## src/rtl/srl_update_engine.sv

```systemverilog
// srl_update_engine
// NUM_COL shift-register (SRL-style) storage columns of DEPTH bits that share one
// serial data input. A word-parallel load request with a column mask is serialised
// MSB first into the selected columns over DEPTH cycles. Every column exposes an
// addressed read tap (rd_data) and a last-stage cascade tap (q_last).
module srl_update_engine #(
    parameter int NUM_COL = 8,
    parameter int DEPTH   = 32,
    parameter int ADDR_W  = $clog2(DEPTH)
) (
    input  logic               clk,
    input  logic               rst,
    input  logic               wr_valid,
    output logic               wr_ready,
    input  logic [NUM_COL-1:0] wr_col_mask,
    input  logic [DEPTH-1:0]   wr_data,
    input  logic [ADDR_W-1:0]  rd_addr,
    output logic [NUM_COL-1:0] rd_data,
    output logic [NUM_COL-1:0] q_last,
    output logic               busy,
    output logic               done
);

    typedef enum logic [1:0] {
        ST_IDLE  = 2'd0,
        ST_SHIFT = 2'd1,
        ST_DONE  = 2'd2
    } state_t;

    // Count value of the final shift of a load; cnt never wraps past it.
    localparam logic [ADDR_W-1:0] CNT_LAST = ADDR_W'(DEPTH - 1);

    // Serial bit presented on shift number cnt: MSB first, so the first bit
    // shifted in ends up at the deepest entry after DEPTH shifts.
    function automatic logic serial_bit(input logic [DEPTH-1:0]  word,
                                        input logic [ADDR_W-1:0] cnt);
        logic [ADDR_W-1:0] idx;
        idx = CNT_LAST - cnt;
        return word[idx];
    endfunction

    // Control state and registered status outputs.
    state_t               state_q,    state_d;
    logic [ADDR_W-1:0]    cnt_q,      cnt_d;
    logic [NUM_COL-1:0]   mask_q,     mask_d;
    logic [DEPTH-1:0]     buf_q,      buf_d;
    logic                 wr_ready_q, wr_ready_d;
    logic                 busy_q,     busy_d;
    logic                 done_q,     done_d;

    // Datapath towards the storage columns.
    logic [NUM_COL-1:0]   shift_en_s;
    logic                 din_s;

    // Storage: bit 0 is the newest entry, bit DEPTH-1 the cascade tap.
    // No reset, matching SRL primitives that come up zero after configuration.
    logic [DEPTH-1:0]     col_q [NUM_COL];

    // Next-state, latch and status computation for the load sequencer.
    always_comb begin
        state_d    = state_q;
        cnt_d      = cnt_q;
        mask_d     = mask_q;
        buf_d      = buf_q;
        wr_ready_d = wr_ready_q;
        busy_d     = busy_q;
        done_d     = 1'b0;
        case (state_q)
            ST_IDLE: begin
                if (wr_valid && wr_ready_q) begin
                    // Request and mask are captured only here; later input
                    // changes have no effect on this load.
                    state_d    = ST_SHIFT;
                    mask_d     = wr_col_mask;
                    buf_d      = wr_data;
                    cnt_d      = '0;
                    wr_ready_d = 1'b0;
                    busy_d     = 1'b1;
                end else begin
                    wr_ready_d = 1'b1;
                    busy_d     = 1'b0;
                end
            end
            ST_SHIFT: begin
                wr_ready_d = 1'b0;
                busy_d     = 1'b1;
                if (cnt_q == CNT_LAST) begin
                    // This edge performs the last shift (buf bit 0).
                    state_d = ST_DONE;
                    done_d  = 1'b1;
                end else begin
                    cnt_d = cnt_q + ADDR_W'(1);
                end
            end
            ST_DONE: begin
                state_d    = ST_IDLE;
                wr_ready_d = 1'b1;
                busy_d     = 1'b0;
            end
            default: begin
                state_d    = ST_IDLE;
                wr_ready_d = 1'b1;
                busy_d     = 1'b0;
            end
        endcase
    end

    // Sequencer registers with synchronous reset; a mid-load reset abandons the load.
    always_ff @(posedge clk) begin
        if (rst) begin
            state_q    <= ST_IDLE;
            cnt_q      <= '0;
            mask_q     <= '0;
            buf_q      <= '0;
            wr_ready_q <= 1'b1;
            busy_q     <= 1'b0;
            done_q     <= 1'b0;
        end else begin
            state_q    <= state_d;
            cnt_q      <= cnt_d;
            mask_q     <= mask_d;
            buf_q      <= buf_d;
            wr_ready_q <= wr_ready_d;
            busy_q     <= busy_d;
            done_q     <= done_d;
        end
    end

    // Column enables and serial bit; reset suppresses the shift on its own edge.
    always_comb begin
        shift_en_s = '0;
        din_s      = 1'b0;
        if ((state_q == ST_SHIFT) && !rst) begin
            shift_en_s = mask_q;
            din_s      = serial_bit(buf_q, cnt_q);
        end else begin
            shift_en_s = '0;
            din_s      = 1'b0;
        end
    end

    // Shift-register storage: enabled columns move one entry deeper per edge.
    always_ff @(posedge clk) begin
        for (int c = 0; c < NUM_COL; c++) begin
            if (shift_en_s[c]) begin
                col_q[c] <= {col_q[c][DEPTH-2:0], din_s};
            end
        end
    end

    // Read taps straight from storage (zero latency, not qualified by busy).
    always_comb begin
        rd_data = '0;
        q_last  = '0;
        for (int c = 0; c < NUM_COL; c++) begin
            rd_data[c] = col_q[c][rd_addr];
            q_last[c]  = col_q[c][DEPTH-1];
        end
    end

    assign wr_ready = wr_ready_q;
    assign busy     = busy_q;
    assign done     = done_q;

endmodule

```

## config.mk

```make
export PLATFORM = sky130hd
export DESIGN_NAME = srl_update_engine
export DESIGN_NICKNAME = d
export VERILOG_FILES = /design/src/rtl/srl_update_engine.sv
export SDC_FILE = /design/constraint.sdc
export NUM_CORES = 1
export LEC_CHECK = 0
export BUFFER_PORTS_ARGS = -buffer_cell sky130_fd_sc_hd__buf_2
export CAP_MARGIN = 20
export CORE_MARGIN = 5
export CORE_UTILIZATION = 60
export CTS_CLUSTER_SIZE = 14
export DETAILED_ROUTE_END_ITERATION = 8
export GPL_TIMING_DRIVEN = 0
export PLACE_DENSITY = 0.77
export SYNTH_ARGS = -nofsm -noshare
export SYNTH_HDL_FRONTEND = slang
export SYNTH_SLANG_ARGS = --single-unit
```

## constraint.sdc

```tcl
create_clock -name clk -period 6.37 [get_ports clk]
set_clock_uncertainty 0.2 [all_clocks]
set_input_delay 0.3185 -clock clk [delete_from_list [all_inputs] [get_ports clk]]
set_output_delay 0.3185 -clock clk [all_outputs]
set_load 0.02 [all_outputs]
```

==> metrics.yaml <==
layout:
  fin_nets: 814
  drive_above_1_share_pct: 28.8
  design_area_sq_um: 14000
  final-instance-count-excl-fill: 1053
  fillCellCount: 1130
  ff_latch_area_sq_um: 8690
  multiInputGateArea_sq_um: 2900
  area_delta_synth_final_pct: 18.7
  diodes: 0
timing:
  drv_slew: 0
  max_slew_margin_pct: 28.5
  finalCritPeriodShare_pct: 56.0
  fin_ws_ns: 2.80
  tightest_slew_ns: 1.07
  tns_ns: 0
  setup_viol: 0
  rsz0062_at_grt: "false"
  period_needed_ns: 3.57
  finalHoldViolations: 0
  fmax_mhz: 280
setup_path:
  start_kind: "input pin"
  worstRegToRegCells: 6
  worstSetupPathType: "in -> out"
  reg2reg_slack_ns: 3.34
  r2r_end: "col_q[0][32]"
  rr_startpoint: "cnt_q[0]"
  crit_fanout: 10
  crit_required_ns: 5.85
  cp.arrival_ns: 3.05
  crit_path_end_kind: "primary output"
placement:
  dpl.cell_count: 955
  placed_area_sq_um: 12600
  numPortBuffers: 61
  gp_congestion: 0.863
  pre_cts_slack_ns: 2.78
  place_hpwl_um: 15300
synthesis:
  synthCells: 620
  synth_enable_flop_cells: 256
  yosysMostFrequentCell: "edfxtp_1"
  synthMuxAreaShare_pct: 17.6
  avgSynthCellArea_sq_um: 19.1
  synth-simple-area-share_pct: 4.35
  yosys_most_used_dff: "edfxtp_1"
  synth_area_leaders: "edfxtp_1, mux4_2, dfxtp_1"
  ys_warn_count: 0
  synth_top_family_by_area: "multiplexers"
  synthesis.nets: 670
  synth_compound_area_share_pct: 2.16
  synthXorXnorAreaFrac_pct: 0.148
  ys_ff_latch: 306
  yosysTopAreaCell: "edfxtp_1"
  ys_top_cells_by_count: "edfxtp_1, mux4_2, nand2_1"
  synth-seq-area-share_pct: 73.6
  synth_top_area_share_pct: 65.1
  syn_area_sq_um: 11800
  ys_async_sr_fraction_pct: 0
  synth_cell_types: 32
  synth_fa_ha_area_share_pct: 0.212
clock_network:
  clock_latency_ns: 0.54
  cts_tree: "yes"
  clockBufferDepth: 3
  cts_buffers: 30
  ctsResizeCount: 0
  cts_setup_buffers: 0
  cts_root_buf: "clkbuf_16"
  clkSinkCount: 306
  htree_levels: 1
  clkSlewWorstSetupHoldPaths_ns: 0.06
floorplan:
  core_area_sq_um: 19400
  die_w_um: 150
  die_y_um: 150
  rows: 51
  start_util_pct: 60.9
  ios: 67
  die_area_sq_um: 22600
detailed_routing:
  drt.antenna.violating_nets: 0
  wl_per_cell_um: 24.6
  routed_via_density: 6.03
  first_pass_iters: 5
  drc: 0
  wirelength_um: 25900
  drt_iter0_markers: 696
  vias: 6354
worst_hold_path:
  min_from: "col_q[1][28]"
  hp-class: "reg -> reg"
  min_path_cells: 0
  hold_end: "col_q[1][29]"
global_route:
  grt_max_degree: 25
  first_global_vias: 6529
  grt_usage_pct: 23.7
  grt_antenna_before_repair: 0
  grt_first_pass_wirelength_um: 39800
  grt_overflow: 0
job:
  max_cap_violations: 0
power_and_ir_drop:
  pwr_density_cell_nw_per_um2: 297
  total_power_w: 0.00416
  ir_worst_vdd_mv: 0.208
  power.leakage_nw: 4.66
status:
  outcome: "completed"
==> metrics by stage <==
| step | util, % | hold slack, ns |
|---|---|---|
| CTS | 72.3 | 0.243 |
| global placement | 64.2 | 0.226 |
| global route | 72.3 | 0.255 |
| floorplan | - | 0.221 |
| detailed placement | 65.2 | 0.231 |
| finish | 72.3 | 0.241 |
==> final cells by class <==
type | count | share of cell area (%)
multi-input cells | 268 | 20.7
clock inverters | 16 | 0.723
repair buffers | 112 | 6.53
clock buffers | 40 | 6.06
flip-flops and latches | 306 | 62.0
plain buffers | 45 | 1.64
well taps | 265 | 2.37
inverters | 1 | 0.0268
==> power breakdown <==
group | switching (W) | leakage (nW) | internal, W
combinational | 0.000137 | 1.46 | 0.000126
sequential | 0.0000185 | 2.73 | 0.00218
clock | 0.000727 | 0.474 | 0.000972
==> critical path, stage by stage <==
cell and delay [ns]:
clkbuf_1 0.47, buf_1 0.86, mux4_2 0.45, mux4_2 0.47, mux2_2 0.30, buf_2 0.17
==> cell usage in the layout, fill, tap and decap left out, types with 4 or more instances in the layout <==
master | Yosys | routed
nor2_1 | 6 | 6
dlygate4sd3_1 | 0 | 42
buf_4 | 14 | 15
a21oi_1 | 41 | 41
buf_2 | 1 | 62
mux2i_1 | 5 | 5
clkbuf_8 | 0 | 4
clkinv_1 | 0 | 5
and2_1 | 10 | 10
buf_1 | 11 | 11
buf_16 | 0 | 5
clkbuf_16 | 0 | 31
edfxtp_1 | 256 | 256
mux4_2 | 86 | 86
dfxtp_1 | 50 | 50
mux2_2 | 8 | 8
nand2_1 | 84 | 84
clkinv_2 | 0 | 9
clkbuf_1 | 18 | 23
==> cells by family after synthesis <==
kind of cell / after synthesis
compound gates: 48
xor+xnor: 2
simple gates: 117
mux: 99
fa+ha+maj: 2
flops: 306
buf+inv: 46
==> what timing repair did <==
action | CTS | global route
endpoints found under the setup margin | 0 | 0
hold endpoints to repair | 43 | 0
hold buffers | 42 | 0
==> flip-flops by register name, indices dropped and copies added, names as in the netlist <==
register / count
buf_q: 32
busy: 1
cnt_q: 5
col_q: 256
done: 1
mask_q: 8
state_q: 2
wr_ready: 1
==> worst max-delay path by stage <==
stage                from      endpoint  slack (ns)  cells after the start
6_report       rd_addr[1]    rd_data[7]        2.80                      6
5_1_grt        rd_addr[1]    rd_data[7]        2.71                      6
3_5_place_dp   rd_addr[1]    rd_data[7]        2.78                      6
3_3_place_gp     cnt_q[0]  col_q[1][32]        2.41                      5
4_1_cts        rd_addr[1]    rd_data[5]        2.76                      6
2_1_floorplan  rd_addr[1]    rd_data[0]        3.78                      5
==> routing by layer <==
metal	up-vias	GRT usage [%]	routed length, um
li1	2752	-	-
met1	3217	32.3	9900
met2	341	40.1	13100
met3	44	5.06	2370
met4	0	5.35	479
met5	-	0	0
Power figures use the tool's default switching activity.
